$ cat src/rtl/mem_access_ctrl.sv
// rtl/mem_access_ctrl.sv - MEM-stage dcache access controller with LR/SC reservation
module mem_access_ctrl #(
    parameter int ADDR_W   = 32,
    parameter int DATA_W   = 32,
    parameter int LINK_LSB = 2
) (
    input  logic              CLK,
    input  logic              nRST,
    input  logic              en,
    input  logic              flush,
    input  logic              mem_read_i,
    input  logic              mem_write_i,
    input  logic              lr_i,
    input  logic              sc_i,
    input  logic [ADDR_W-1:0] addr_i,
    input  logic [DATA_W-1:0] wdata_i,
    input  logic              dhit,
    input  logic [DATA_W-1:0] dmemload,
    input  logic              snoop_inv,
    input  logic [ADDR_W-1:0] snoop_addr,
    output logic              dmemREN,
    output logic              dmemWEN,
    output logic [ADDR_W-1:0] dmemaddr,
    output logic [DATA_W-1:0] dmemstore,
    output logic              mem_stall,
    output logic              dhit_o,
    output logic [DATA_W-1:0] load_data_o,
    output logic              sc_result_o
);

    typedef enum logic [1:0] {IDLE, BUSY, DONE} state_t;

    state_t            state_q, state_d;
    logic              rd_q, rd_d, wr_q, wr_d, sc_q, sc_d, lr_q, lr_d;
    logic              link_valid_q, link_valid_d;
    logic [ADDR_W-1:0] link_addr_q, link_addr_d;
    logic [DATA_W-1:0] load_data_q, load_data_d;
    logic              sc_result_q, sc_result_d;

    // Addresses match when they agree in every bit at or above LINK_LSB.
    function automatic logic line_match(input logic [ADDR_W-1:0] a, input logic [ADDR_W-1:0] b);
        return ((a ^ b) >> LINK_LSB) == '0;
    endfunction

    logic op, is_rd, is_wr, sc_ok, sc_fail;
    logic c_rd, c_wr, c_sc, c_lr, done;

    assign op      = (mem_read_i | mem_write_i) & ~flush;
    assign is_rd   = mem_read_i;
    assign is_wr   = mem_write_i & ~mem_read_i;
    assign sc_ok   = link_valid_q & line_match(link_addr_q, addr_i);
    assign sc_fail = op & is_wr & sc_i & ~sc_ok;

    assign dmemaddr    = addr_i;
    assign dmemstore   = wdata_i;
    assign load_data_o = load_data_q;
    assign sc_result_o = sc_result_q;

    // Next state, request/stall/hit outputs, result capture and reservation update.
    always_comb begin
        state_d      = state_q;
        rd_d         = rd_q;
        wr_d         = wr_q;
        sc_d         = sc_q;
        lr_d         = lr_q;
        link_valid_d = link_valid_q;
        link_addr_d  = link_addr_q;
        load_data_d  = load_data_q;
        sc_result_d  = sc_result_q;
        dmemREN      = 1'b0;
        dmemWEN      = 1'b0;
        mem_stall    = 1'b0;
        dhit_o       = 1'b0;
        done         = 1'b0;
        // In IDLE the access kind comes from the latch; once issued it is frozen.
        c_rd = (state_q == IDLE) ? is_rd : rd_q;
        c_wr = (state_q == IDLE) ? is_wr : wr_q;
        c_sc = (state_q == IDLE) ? (sc_i & is_wr) : sc_q;
        c_lr = (state_q == IDLE) ? (lr_i & is_rd) : lr_q;

        // Requests are dropped while reset is held, even if the latch still presents an op.
        if (nRST) begin
            case (state_q)
                IDLE: begin
                    if (sc_fail) begin
                        dhit_o       = 1'b1;
                        sc_result_d  = 1'b1;
                        link_valid_d = 1'b0;
                        state_d      = en ? IDLE : DONE;
                    end else if (op) begin
                        dmemREN = is_rd;
                        dmemWEN = is_wr;
                        rd_d    = is_rd;
                        wr_d    = is_wr;
                        sc_d    = sc_i & is_wr;
                        lr_d    = lr_i & is_rd;
                        if (dhit) begin
                            done    = 1'b1;
                            state_d = en ? IDLE : DONE;
                        end else begin
                            mem_stall = 1'b1;
                            state_d   = BUSY;
                        end
                    end
                end
                BUSY: begin
                    dmemREN = rd_q;
                    dmemWEN = wr_q;
                    if (dhit) begin
                        done    = 1'b1;
                        state_d = en ? IDLE : DONE;
                    end else begin
                        mem_stall = 1'b1;
                    end
                end
                DONE: begin
                    if (en) state_d = IDLE;
                end
                default: state_d = IDLE;
            endcase

            if (done) begin
                dhit_o      = 1'b1;
                sc_result_d = 1'b0;
                if (c_rd) load_data_d = dmemload;
                if (c_lr) begin
                    link_valid_d = 1'b1;
                    link_addr_d  = addr_i;
                end else if (c_sc) begin
                    link_valid_d = 1'b0;
                end else if (c_wr && line_match(link_addr_q, addr_i)) begin
                    link_valid_d = 1'b0;
                end
            end

            // A snoop overrides a reservation being set in the same cycle.
            if (snoop_inv && line_match(snoop_addr, link_addr_d)) link_valid_d = 1'b0;
        end
    end

    // State and captured results; asynchronous reset drops everything.
    always_ff @(posedge CLK or negedge nRST) begin
        if (!nRST) begin
            state_q      <= IDLE;
            rd_q         <= 1'b0;
            wr_q         <= 1'b0;
            sc_q         <= 1'b0;
            lr_q         <= 1'b0;
            link_valid_q <= 1'b0;
            link_addr_q  <= '0;
            load_data_q  <= '0;
            sc_result_q  <= 1'b0;
        end else begin
            state_q      <= state_d;
            rd_q         <= rd_d;
            wr_q         <= wr_d;
            sc_q         <= sc_d;
            lr_q         <= lr_d;
            link_valid_q <= link_valid_d;
            link_addr_q  <= link_addr_d;
            load_data_q  <= load_data_d;
            sc_result_q  <= sc_result_d;
        end
    end

endmodule

$ cat config.mk
export PLATFORM = sky130hd
export DESIGN_NAME = mem_access_ctrl
export DESIGN_NICKNAME = d
export VERILOG_FILES = /design/src/rtl/mem_access_ctrl.sv
export SDC_FILE = /design/constraint.sdc
export NUM_CORES = 1
export LEC_CHECK = 0
export ABC_CLOCK_PERIOD_IN_PS = 3700
export BUFFER_PORTS_ARGS = -buffer_cell sky130_fd_sc_hd__buf_2
export CAP_MARGIN = 10
export CORE_UTILIZATION = 50
export DETAILED_ROUTE_END_ITERATION = 10
export PLACE_DENSITY = 0.95
export SLEW_MARGIN = 20
export SYNTH_ARGS = -nofsm -noshare
export SYNTH_HDL_FRONTEND = slang
export SYNTH_SLANG_ARGS = --single-unit
$ cat constraint.sdc
create_clock -name CLK -period 3.7 [get_ports CLK]
set_clock_uncertainty 0.1 [all_clocks]
set_input_delay 0.74 -clock CLK [delete_from_list [all_inputs] [get_ports CLK]]
set_output_delay 0.74 -clock CLK [all_outputs]
set_load 0.03 [all_outputs]
; ---- After elaboration in Yosys (flattened, before gate mapping)
; Index checks and enable logic that the tools add are counted.
[classes]
n_mux = 46
bitwise_logic = 15
eq_ne = 5
n_reduce_logical = 11
[ops]
columns = operator, count
row1 = 32-bit two-way mux, 3
row2 = 32-bit zero test, 2
row3 = 32-bit XOR, 2
row4 = 1-bit two-way mux, 32
row5 = 2-bit two-way mux, 6
row6 = 1-bit bitwise AND, 8
row7 = 1-bit one-hot mux with 2 select lines, 4
row8 = 4-bit AND reduction, 2
row9 = 2-bit one-hot mux with 3 select lines, 1
row10 = 3-bit AND reduction, 2
row11 = 2-bit != test (second input constant), 2
row12 = 1-bit inverter, 4
row13 = 2-bit nonzero test, 2
row14 = 3-bit != test (second input constant), 1
row15 = 2-bit by 1-bit equality test with 1-bit output (second input constant), 1
row16 = 2-bit equality test (second input constant), 1
row17 = 1-bit logical AND, 2
row18 = 2-bit zero test, 1
row19 = 1-bit OR, 1
[totals]
output_inout_bits = 101
ff_bits = 72

; ---- Longest topological paths before layout
; Gate-level depths: netlist (run 1).
[logic_depth]
depth_word = 14
depth_mapped = 9
mapped_depth_nobuf = 7

; ---- Least setup slack after synthesis (run 1)
; Ideal clock, no wire load.
[synth_timing]
path_type = input to output
start = input port addr_i[4]
end = output port mem_stall
cell_stages = 6
setup_slack_ns = 0.395
path_buffers = 0
t_required_ns = 2.860
arrival_ns = 2.465
cell_sequence = xor2_1 > nor4_2 > nand4_1 > o31ai_4 > a21oi_1 > nor3_1
[synth_via]
elab_chain_len = 8
[synth_rtl]
columns = item, line
row1 = "start, declared", 15  ; input logic [ADDR_W-1:0] addr_i,
row2 = 32-bit XOR, 42  ; return ((a ^ b) >> LINK_LSB) == '0;
row3 = 32-bit zero test, 42
row4 = 1-bit bitwise AND, 51  ; assign sc_ok = link_valid_q & line_match(link_addr_q, addr_i);
row5 = 1-bit inverter, 52  ; assign sc_fail = op & is_wr & sc_i & ~sc_ok;
row6 = 1-bit bitwise AND, 52
row7 = 1-bit two-way mux, 85  ; if (sc_fail) begin
row8 = 1-bit one-hot mux with 2 select lines, 83  ; case (state_q)
row9 = 1-bit two-way mux, 82  ; if (nRST) begin
row10 = "end, declared", 25  ; output logic mem_stall,
; No other way between the ends.

; ---- Worst setup path in the final report (run 1)
[layout_timing]
start = input port addr_i[10]
end = output port mem_stall
; The elaborated chain is that of the path after synthesis.

==> results of run 1 <==
-- registers in the layout, summed over array words and instances, names as in the netlist --
signal / flops
load_data_o: 32
sc_result_o: 1
link_addr_q: 30
wr_q: 1
lr_q: 1
sc_q: 1
link_valid_q: 1
state_q: 2
rd_q: 1
-- cell type report --
| cell class | count | share of cell area |
|---|---|---|
| clock buffers | 10 | 0.0240 |
| multi-input cells | 319 | 0.446 |
| flip-flops and latches | 70 | 0.305 |
| clock inverters | 5 | 0.0146 |
| inverters | 18 | 0.0118 |
| diodes | 1 | 0.000436 |
| repair buffers | 183 | 0.169 |
| well taps | 133 | 0.0290 |
-- power by group --
part | switching (W) | leakage [nW] | internal [W]
Clock | 0.000318 | 0.105 | 0.000395
Sequential | 0.000327 | 0.851 | 0.00112
Combinational | 0.00103 | 1.77 | 0.000800
Total | 0.00168 | 2.72 | 0.00232
-- placed cells by master (no fill, tap or decap), drive strengths merged, types with 4 or more instances in the layout --
cell / instances
nor4: 15
nand2b: 6
o21ai: 22
o22ai: 6
nor2: 17
a221oi: 4
nor3: 7
nand4: 4
buf: 183
nor2b: 11
nand2: 17
dfrtp: 70
mux2i: 5
clkbuf: 10
nand3: 17
a31oi: 4
a21oi: 14
mux2: 60
xor2: 52
inv: 18
xnor2: 13
-- layer usage --
| layer | wire length (um) | GRT usage | share of wire |
|---|---|---|---|
| met1 | 5430 | 0.329 | 0.40 |
| met2 | 6400 | 0.442 | 0.47 |
| met3 | 1270 | 0.0690 | 0.093 |
| met4 | 517 | 0.142 | 0.038 |
| met5 | 0 | 0 | 0 |
-- cells by family after synthesis --
kind of cell / Yosys count
flip-flops: 70
AO/OA/AOI/OAI: 82
buffers and inverters: 98
XOR/XNOR: 65
multiplexers: 65
AND/OR/NAND/NOR: 107
-- worst max path at each step --
stage	startpoint	end	depth (start not counted)
finish	addr_i[10]	mem_stall	10
global route	addr_i[10]	mem_stall	10
CTS	addr_i[17]	mem_stall	9
detailed placement	addr_i[10]	mem_stall	9
global placement	addr_i[16]	mem_stall	9
floorplan	addr_i[4]	mem_stall	6
-- through the flow --
stage / cell area [um2] / util / hold WS (ps) / cells / power [W]
5_1_grt: 5740 / 0.593 / 162 / 738 / 0.00421
3_5_place_dp: 5510 / 0.569 / 390 / 722 / 0.00327
3_3_place_gp: 5510 / 0.569 / 384 / 722 / 0.00320
6_report: 5740 / 0.593 / 163 / 739 / 0.00400
2_1_floorplan: 4970 / - / 344 / 487 / 0.00278
4_1_cts: 5730 / 0.592 / 154 / 737 / 0.00400
-- worst register-to-register path, delay by kind of cell (launching register included) --
family / cells / cell delay [ps]
buf+inv: 2 / 390
compound gates: 2 / 620
mux: 1 / 320
simple gates: 3 / 720
flops: 1 / 470
xor+xnor: 1 / 190
-- repair_timing --
item,4_1_cts,5_1_grt
setup endpoints to repair,0,1
setup buffers,0,1
gates resized for setup,0,0
==> metrics.csv, run 1 <==
metric,value,unit
final count of hold timing violations,0,
worst path required time,2860,ps
most used standard cells in the synthesized netlist,"sky130_fd_sc_hd__dfrtp_1 (70), sky130_fd_sc_hd__buf_4 (64), sky130_fd_sc_hd__xor2_1 (52)",
simple-gate portion of the synthesized area,0.120,
"Clk pin slew, worst setup/hold paths",80,ps
clock buffer depth,2,
detailed placer's ending HPWL,10500,um
CTS Buf Count,9,
GRT overflow,0,
buffers added on ports,168,
most repeated cell in the gate-level netlist after synthesis,sky130_fd_sc_hd__dfrtp_1,
final antenna-violating net count,0,
worst setup margin,184,ps
unrepaired setup endpoints after global routing,false,
top-level port count,239,
Synth Area in Compound Gates,0.114,
Maximum Capacitance Violations,0,
clock root buffer,sky130_fd_sc_hd__clkbuf_8,
layout cells sized above 1,0.446,
number of synthesized flops with an enable pin,0,
die boundary width,102,um
TritonCTS clock tree,yes,
critical register-to-register path startpoint,link_addr_q[4],
share of Yosys cell area claimed by the top area cell type,0.352,
time the final worst path needs with I/O delays and setup,3520,ps
vias per std cell,5.65,
number of different library cells in the post-synthesis netlist,61,
chain of cells forming the critical path,"buf_2, xor2_1, nor4_1, nand4_1, buf_4, o31ai_4, buf_4, a21oi_1, nor3_1, buf_2",
"Net Count, Synth",625,
maximum vdd ir drop,0.507,mV
slew of the pin with the lowest slew margin,554,ps
"share of synthesized cell area in full adder, half adder and majority cells",0,
total negative setup slack,0,ps
pre-CTS setup slack,110,ps
CTS sink count,70,
CTS H-Tree Depth,3,
count of vias placed by the detailed router,4175,
number of antenna violations at the first check in global routing,0,
pin count of the biggest net entering global routing,45,
Multi-input gate area,0.00256,mm2
Avg Inst Size Synth,10.2,um2
number of synthesized register bits,70,
netlist area before placement,0.00497,mm2
Layout Nets,739,
fmax,0.284,GHz
leading post-synthesis cells by cell area,"sky130_fd_sc_hd__dfrtp_1 (35%), sky130_fd_sc_hd__buf_4 (9.7%), sky130_fd_sc_hd__xor2_1 (9.2%)",
vias in the first global route,4173,
count of buffering cells on the critical path with inverters included,4,
number of failing setup endpoints in the final timing report,0,
DRC violations left,0,
row count,36,
main combinational cell family by area after synthesis,multiplexers,
remaining max-slew budget at the tightest pin,0.631,
worst-case register-to-register setup slack,770,ps
delay of the slowest cell on the worst path,350,ps
library cell occupying the most area in the post-synthesis netlist,sky130_fd_sc_hd__dfrtp_1,
Worst path slowest cell,sky130_fd_sc_hd__o31ai_4,
Global Route Usage Sum,0.271,
"Async S/R FF share, synth",1.00,
dominant delay contributor by cell family on the critical path,buffers and inverters,
GP Congestion,0.910,
synthesized instance count,487,
Synth Flop Type,sky130_fd_sc_hd__dfrtp_1,
average wire length per cell after detail routing,18.4,um
power per unit of standard cell area,697,mW/mm2
die area,0.0103,mm2
count of routing violations after the opening detailed-route iteration,363,
fraction of the yosys area taken by sequential cells,0.352,
leak pwr,2.72,nW
Startpoint Class,input port,
"Period Utilization, post-route",0.950,
Crit Path Class,in2out,
endpoint class of the critical path,output port,
wire length of the first global-routing pass,20900,um
Clock Latency Late Sink,360,ps
effective utilization at floorplan,0.513,
endpoint arrival time on the critical path,2680,ps
run status,"complete, no violations",
Post-Synth XOR/XNOR Area,0.115,
Floorplan Core Area,0.00968,mm2
count of TritonRoute iterations in the first routing pass,6,
worst reg-to-reg path cell count,9,
synth-to-layout area growth,15.5,%
hold buffers post-CTS,0,
highest net fanout along the worst path,6,
max-slew violations,0,
register area,0.00175,mm2
endpoint of the worst register-to-register path,link_addr_q[17],
DRT Wirelength,13600,um
worst hold-check path type,in2async,
synth warn,0,
number of filler cells placed in the layout,793,
multiplexer share of the synthesized area,0.166,
Die Span Y,102,um
Note: power is estimated with default switching activity, not from simulation.
==> inputs of run 2 (changes only) <==
--- a/config.mk
+++ b/config.mk
@@ -9,7 +9,9 @@
 export BUFFER_PORTS_ARGS = -buffer_cell sky130_fd_sc_hd__buf_2
 export CAP_MARGIN = 10
 export CORE_UTILIZATION = 50
+export CTS_BUF_LIST = sky130_fd_sc_hd__clkbuf_2
 export DETAILED_ROUTE_END_ITERATION = 10
+export HOLD_SLACK_MARGIN = 0.05
 export PLACE_DENSITY = 0.95
 export SLEW_MARGIN = 20
 export SYNTH_ARGS = -nofsm -noshare
==> run 2 against run 1 <==
Hold slack improved by 160 ps; via count up 0.91%; sequential share of layout area is 0.16 points higher; first-iteration DRC count grew 17%; clock power decreased by 28%; sequential cell count unchanged; combinational power up 3%; critical path depth fell by 1.
==> metrics.csv, run 2 (same netlist as run 1, synthesis figures left out) <==
metric,value,unit
run status,"complete, no violations",
count of routing violations after the opening detailed-route iteration,426,
fmax,0.283,GHz
count of vias placed by the detailed router,4213,
worst hold-check path type,in2reg,
buffers added on ports,168,
number of antenna violations at the first check in global routing,0,
row count,36,
Clock Latency Late Sink,530,ps
slew of the pin with the lowest slew margin,558,ps
DRC violations left,0,
CTS H-Tree Depth,3,
effective utilization at floorplan,0.513,
Maximum Capacitance Violations,0,
vias in the first global route,4216,
endpoint class of the critical path,output port,
Final Total Pwr,0.00385,W
"top library cells by usage in the layout, fill and taps aside","sky130_fd_sc_hd__buf_2 (166), sky130_fd_sc_hd__dfrtp_1 (69), sky130_fd_sc_hd__xor2_1 (52)",
final antenna-violating net count,0,
Largest register FFs,32,
leak pwr,2.71,nW
die boundary width,102,um
synth-to-layout area growth,15.0,%
Startpoint Class,flop,
count of buffering cells on the critical path with inverters included,3,
Most common cell on crit path,sky130_fd_sc_hd__buf_4,
Worst path slowest cell,sky130_fd_sc_hd__dfrtp_2,
highest net fanout along the worst path,4,
dominant delay contributor by cell family on the critical path,buffers and inverters,
GP Congestion,0.910,
CTS sink count,70,
Multi-input gate area,0.00257,mm2
pin count of the biggest net entering global routing,45,
die area,0.0103,mm2
final count of hold timing violations,0,
endpoint arrival time on the critical path,2690,ps
GRT met2 Usage,0.446,
clock root buffer,sky130_fd_sc_hd__clkbuf_2,
TritonCTS clock tree,yes,
maximum vdd ir drop,0.506,mV
M3 GR Usage,0.0587,
met1 GRT Util,0.329,
Crit Path Class,reg2out,
power per unit of standard cell area,673,mW/mm2
chain of cells forming the critical path,"xor2_1, nor4_2, nand4_1, buf_4, o31ai_4, buf_4, a32oi_1, nor2_1, clkbuf_4",
"Clk pin slew, worst setup/hold paths",210,ps
average wire length per cell after detail routing,18.4,um
max-slew violations,0,
vias per std cell,5.66,
DRT Wirelength,13700,um
time the final worst path needs with I/O delays and setup,3530,ps
CTS Buf Count,9,
area of placed instances,0.00551,mm2
post-route non-filler standard cell count,745,
number of failing setup endpoints in the final timing report,0,
busiest layer in global routing,met2,
layout cells sized above 1,0.453,
GRT overflow,0,
"Period Utilization, post-route",0.954,
wire length of the first global-routing pass,21000,um
remaining max-slew budget at the tightest pin,0.628,
number of filler cells placed in the layout,795,
clock buffer depth,2,
area of all placed cells without fillers,0.00572,mm2
Global Route Usage Sum,0.270,
"leading cell type in the layout, fill and taps excluded",sky130_fd_sc_hd__buf_2,
Floorplan Core Area,0.00968,mm2
count of TritonRoute iterations in the first routing pass,5,
worst path required time,2860,ps
Die Span Y,102,um
Layout Nets,745,
delay of the slowest cell on the worst path,480,ps
register area,0.00175,mm2
worst-case register-to-register setup slack,870,ps
top-level port count,239,
placed instance count,722,
detailed placer's ending HPWL,10500,um
run 2: cell types whose count changed in the layout (fill, tap and decap cells not counted), moves of 2 or more:
| cell | previous run | this run |
|---|---|---|
| sky130_fd_sc_hd__clkbuf_2 | 0 | 9 |
| sky130_fd_sc_hd__nor4_2 | 3 | 5 |
| sky130_fd_sc_hd__clkbuf_8 | 10 | 0 |
| sky130_fd_sc_hd__buf_4 | 15 | 20 |
| sky130_fd_sc_hd__nor4_1 | 12 | 10 |
run 2: layer usage:
metal  up-vias  wire [um]
met5         -          0
met4         0        511
met3        49       1280
met2       272       6520
met1      1994       5430
li1       1898          -
run 2: layout make-up:
class                      instances  area share
tap                              133      0.0291
antenna                            1    0.000438
multi-input combinational        319       0.451
timing repair buffer             189       0.178
inverter                          18      0.0118
sequential                        70       0.307
clock buffer                       9     0.00788
clock inverter                     6      0.0153
run 2: worst paths after layout:
| path | to | start | cells after the start |
|---|---|---|---|
| worst max-delay path | dmemWEN | link_addr_q[4] | 9 |
| worst min-delay path | load_data_o[24] | dmemload[24] | 2 |
| worst max register to register | link_addr_q[22] | link_addr_q[4] | 9 |
| worst min register to register | load_data_o[2] | load_data_o[2] | 1 |
| max in group asynchronous | load_data_o[1] | nRST | 3 |
| min in group asynchronous | link_addr_q[18] | nRST | 2 |
run 2: repair_timing:
| action | in CTS | in global routing |
|---|---|---|
| pin swaps | 1 | 3 |
| endpoints found under the setup margin | 2 | 3 |
| resized for setup | 0 | 4 |
| buffers inserted | 2 | 4 |
| hold buffers | 1 | 0 |
| endpoints found under the hold margin | 12 | 0 |
run 2: metrics by stage:
step	util	setup WS (ps)	TNS (ps)	hold WS [ps]
floorplan	-	395	0	344
global placement	0.569	219	0	384
detailed placement	0.569	110	0	390
CTS	0.585	56.0	0	284
global route	0.590	-0.472	-0.472	293
finish	0.590	171	0	321
run 2: power by group:
group	switching (W)	total, W	leakage, nW	internal [W]
registers	0.000325	0.00144	0.849	0.00112
clock network	0.000298	0.000516	0.0716	0.000218
logic	0.00106	0.00189	1.79	0.000823
==> inputs of run 3 (changes only) <==
--- a/config.mk
+++ b/config.mk
@@ -5,10 +5,13 @@
 export SDC_FILE = /design/constraint.sdc
 export NUM_CORES = 1
 export LEC_CHECK = 0
+export ABC_AREA = 1
 export ABC_CLOCK_PERIOD_IN_PS = 3700
 export BUFFER_PORTS_ARGS = -buffer_cell sky130_fd_sc_hd__buf_2
 export CAP_MARGIN = 10
-export CORE_UTILIZATION = 50
+export CELL_PAD_IN_SITES_DETAIL_PLACEMENT = 1
+export CELL_PAD_IN_SITES_GLOBAL_PLACEMENT = 2
+export CORE_UTILIZATION = 28
 export CTS_BUF_LIST = sky130_fd_sc_hd__clkbuf_2
 export DETAILED_ROUTE_END_ITERATION = 10
 export HOLD_SLACK_MARGIN = 0.05
==> run 3 against run 2 <==
Synthesized area up 7.0%; fmax increased by 2.4%; hold slack lost 170 ps; sequential share of layout area down 1.9 points; count of clock-buffer cells in the layout is the same; sequential power hardly changed; via count grew 14%; sequential cell count unchanged; power increased by 20%; combinational power increased by 48%; clock power shrank 23%; global-route usage is 10 points lower; critical endpoint is now dhit_o; largest cell class unchanged.
==> metrics.csv, run 3 <==
metric,value,unit
detailed placer's ending HPWL,12100,um
maximum vdd ir drop,0.295,mV
worst hold-check path type,in2async,
DRT Wirelength,15600,um
final count of hold timing violations,0,
wire length of the first global-routing pass,25100,um
Multi-input gate area,0.00263,mm2
Die Span Y,140,um
library cell occupying the most area in the post-synthesis netlist,sky130_fd_sc_hd__dfrtp_1,
worst reg-to-reg path cell count,22,
"Async S/R FF share, synth",1.00,
leading post-synthesis cells by cell area,"sky130_fd_sc_hd__dfrtp_1 (33%), sky130_fd_sc_hd__nand2_1 (17%), sky130_fd_sc_hd__buf_4 (9.3%)",
unrepaired setup endpoints after global routing,false,
worst setup margin,253,ps
area of all placed cells without fillers,0.00609,mm2
most repeated cell in the gate-level netlist after synthesis,sky130_fd_sc_hd__nand2_1,
clock buffer depth,2,
number of failing setup endpoints in the final timing report,0,
effective utilization at floorplan,0.285,
"Net Count, Synth",869,
number of synthesized flops with an enable pin,0,
relative contribution of the clock network to total power,0.086,
met3 WL post-DR,645,um
count of vias placed by the detailed router,4822,
final worst hold slack,146,ps
pin count of the biggest net entering global routing,53,
hold buffers post-CTS,0,
Avg Inst Size Synth,7.28,um2
fraction of the yosys area taken by sequential cells,0.329,
TritonCTS clock tree,yes,
CTS sink count,70,
Maximum Capacitance Violations,0,
CTS Buf Count,9,
worst path required time,2860,ps
Resize count post-CTS,0,
sequential fraction of design power,0.306,
GP Congestion,0.789,
vias per std cell,4.47,
"Period Utilization, post-route",0.932,
"leading cell type in the layout, fill and taps excluded",sky130_fd_sc_hd__nand2_1,
run status,"complete, no violations",
count of routing violations after the opening detailed-route iteration,162,
endpoint arrival time on the critical path,2610,ps
number of synthesized register bits,70,
Clock Latency Late Sink,570,ps
max-slew violations,0,
Largest register FFs,32,
final antenna-violating net count,0,
met2 wire length,7510,um
pre-CTS setup slack,277,ps
count of TritonRoute iterations in the first routing pass,4,
Layout Nets,974,
number of antenna violations at the first check in global routing,5,
net switching power,0.00233,W
share of Yosys cell area claimed by the top area cell type,0.329,
die boundary width,140,um
row count,50,
CTS H-Tree Depth,3,
time the final worst path needs with I/O delays and setup,3450,ps
vias in the first global route,4863,
highest net fanout along the worst path,6,
number of different library cells in the post-synthesis netlist,34,
net switching fraction of the power,0.506,
endpoint class of the critical path,output port,
GRT overflow,0,
average wire length per cell after detail routing,14.4,um
# Post-CTS Setup Buffers,0,
power share of the combinational group,0.608,
area of placed instances,0.00597,mm2
post-route non-filler standard cell count,1079,
buffers added on ports,168,
clock root buffer,sky130_fd_sc_hd__clkbuf_2,
synth-to-layout area growth,14.4,%
worst-case register-to-register setup slack,780,ps
remaining max-slew budget at the tightest pin,0.540,
placed instance count,1059,
fmax,0.290,GHz
most used standard cells in the synthesized netlist,"sky130_fd_sc_hd__nand2_1 (244), sky130_fd_sc_hd__inv_1 (78), sky130_fd_sc_hd__dfrtp_1 (70)",
highest routing layer actually used,met4,
leak pwr,3.32,nW
Startpoint Class,flop,
layout cells sized above 1,0.295,
Synth Flop Type,sky130_fd_sc_hd__dfrtp_1,
top-level port count,239,
cell internal power dissipation,0.00227,W
slew of the pin with the lowest slew margin,672,ps
"Clk pin slew, worst setup/hold paths",220,ps
DRC violations left,0,
power per unit of standard cell area,756,mW/mm2
Floorplan Core Area,0.0186,mm2
total routed wire length on the met1 layer,7150,um
netlist area before placement,0.00532,mm2
"top library cells by usage in the layout, fill and taps aside","sky130_fd_sc_hd__nand2_1 (244), sky130_fd_sc_hd__buf_2 (164), sky130_fd_sc_hd__inv_1 (78)",
synthesized instance count,731,
Global Route Usage Sum,0.165,
die area,0.0196,mm2
number of filler cells placed in the layout,2394,
synth warn,0,
Crit Path Class,reg2out,
total negative setup slack,0,ps
register area,0.00175,mm2
[run 3: cell types whose count changed in the layout (fill, tap and decap cells not counted), moves of 20 or more]
| cell | delta |
|---|---|
| sky130_fd_sc_hd__nand2_1 | +227 |
| sky130_fd_sc_hd__xor2_1 | -49 |
| sky130_fd_sc_hd__nor2_1 | +20 |
| sky130_fd_sc_hd__inv_1 | +60 |
| sky130_fd_sc_hd__o21ai_0 | +35 |
| sky130_fd_sc_hd__nand3_1 | +31 |
| sky130_fd_sc_hd__mux2_2 | -32 |
[run 3: critical path, cell delays in order (launching register included)]
cell and delay (ps):
sky130_fd_sc_hd__dfrtp_1 470, sky130_fd_sc_hd__inv_2 50, sky130_fd_sc_hd__nand2_1 50, sky130_fd_sc_hd__nand2_1 40
sky130_fd_sc_hd__nor2_1 150, sky130_fd_sc_hd__nand3_1 140, sky130_fd_sc_hd__nor2_2 230, sky130_fd_sc_hd__nand3_1 130
sky130_fd_sc_hd__nand2_2 130, sky130_fd_sc_hd__nand3_4 90, sky130_fd_sc_hd__nand2_4 140, sky130_fd_sc_hd__nor2_1 60
sky130_fd_sc_hd__nor2_2 130, sky130_fd_sc_hd__clkbuf_4 220
[run 3: area by class of cell]
| class | count | share of cell area |
|---|---|---|
| multi-input combinational | 489 | 0.432 |
| sequential | 70 | 0.288 |
| timing repair buffer | 180 | 0.163 |
| inverter | 86 | 0.0530 |
| tap | 234 | 0.0481 |
| clock buffer | 9 | 0.00740 |
| clock inverter | 6 | 0.00637 |
| antenna | 5 | 0.00206 |
[run 3: kinds of logic after synthesis]
| group | synth area share |
|---|---|
| compound gates | 0.0870 |
| xor+xnor | 0.0346 |
| buf+inv | 0.178 |
| flops | 0.329 |
| mux | 0.0889 |
| simple gates | 0.282 |
[run 3: final timing paths]
path | from | to
min | nRST | link_addr_q[17]
min in group CLK | dmemload[21] | load_data_o[21]
max reg2reg | link_addr_q[26] | link_valid_q
max | link_addr_q[26] | dhit_o
max in group asynchronous | nRST | state_q[0]
min reg2reg | sc_q | sc_q
[run 3: layer usage]
layer  vias to the layer above  track usage
met1                      2253        0.206
met5                         -            0
li1                       2451            -
met4                         0       0.0648
met2                       101        0.279
met3                        17       0.0320
[run 3: power by group through the flow]
stage / Clock (W) / Combinational [W] / Sequential [W]
detailed placement: 0 / 0.00283 / 0.00143
finish: 0.000395 / 0.00280 / 0.00141
global route: 0.000449 / 0.00314 / 0.00147
floorplan: 0 / 0.00180 / 0.00173
global placement: 0 / 0.00275 / 0.00140
CTS: 0.000417 / 0.00284 / 0.00141
[run 3: through the flow]
stage                      util  power, W
final                     0.326   0.00460
after global routing      0.326   0.00505
after CTS                 0.325   0.00467
after detailed placement  0.320   0.00426
after global placement    0.320   0.00416
after floorplan               -   0.00354
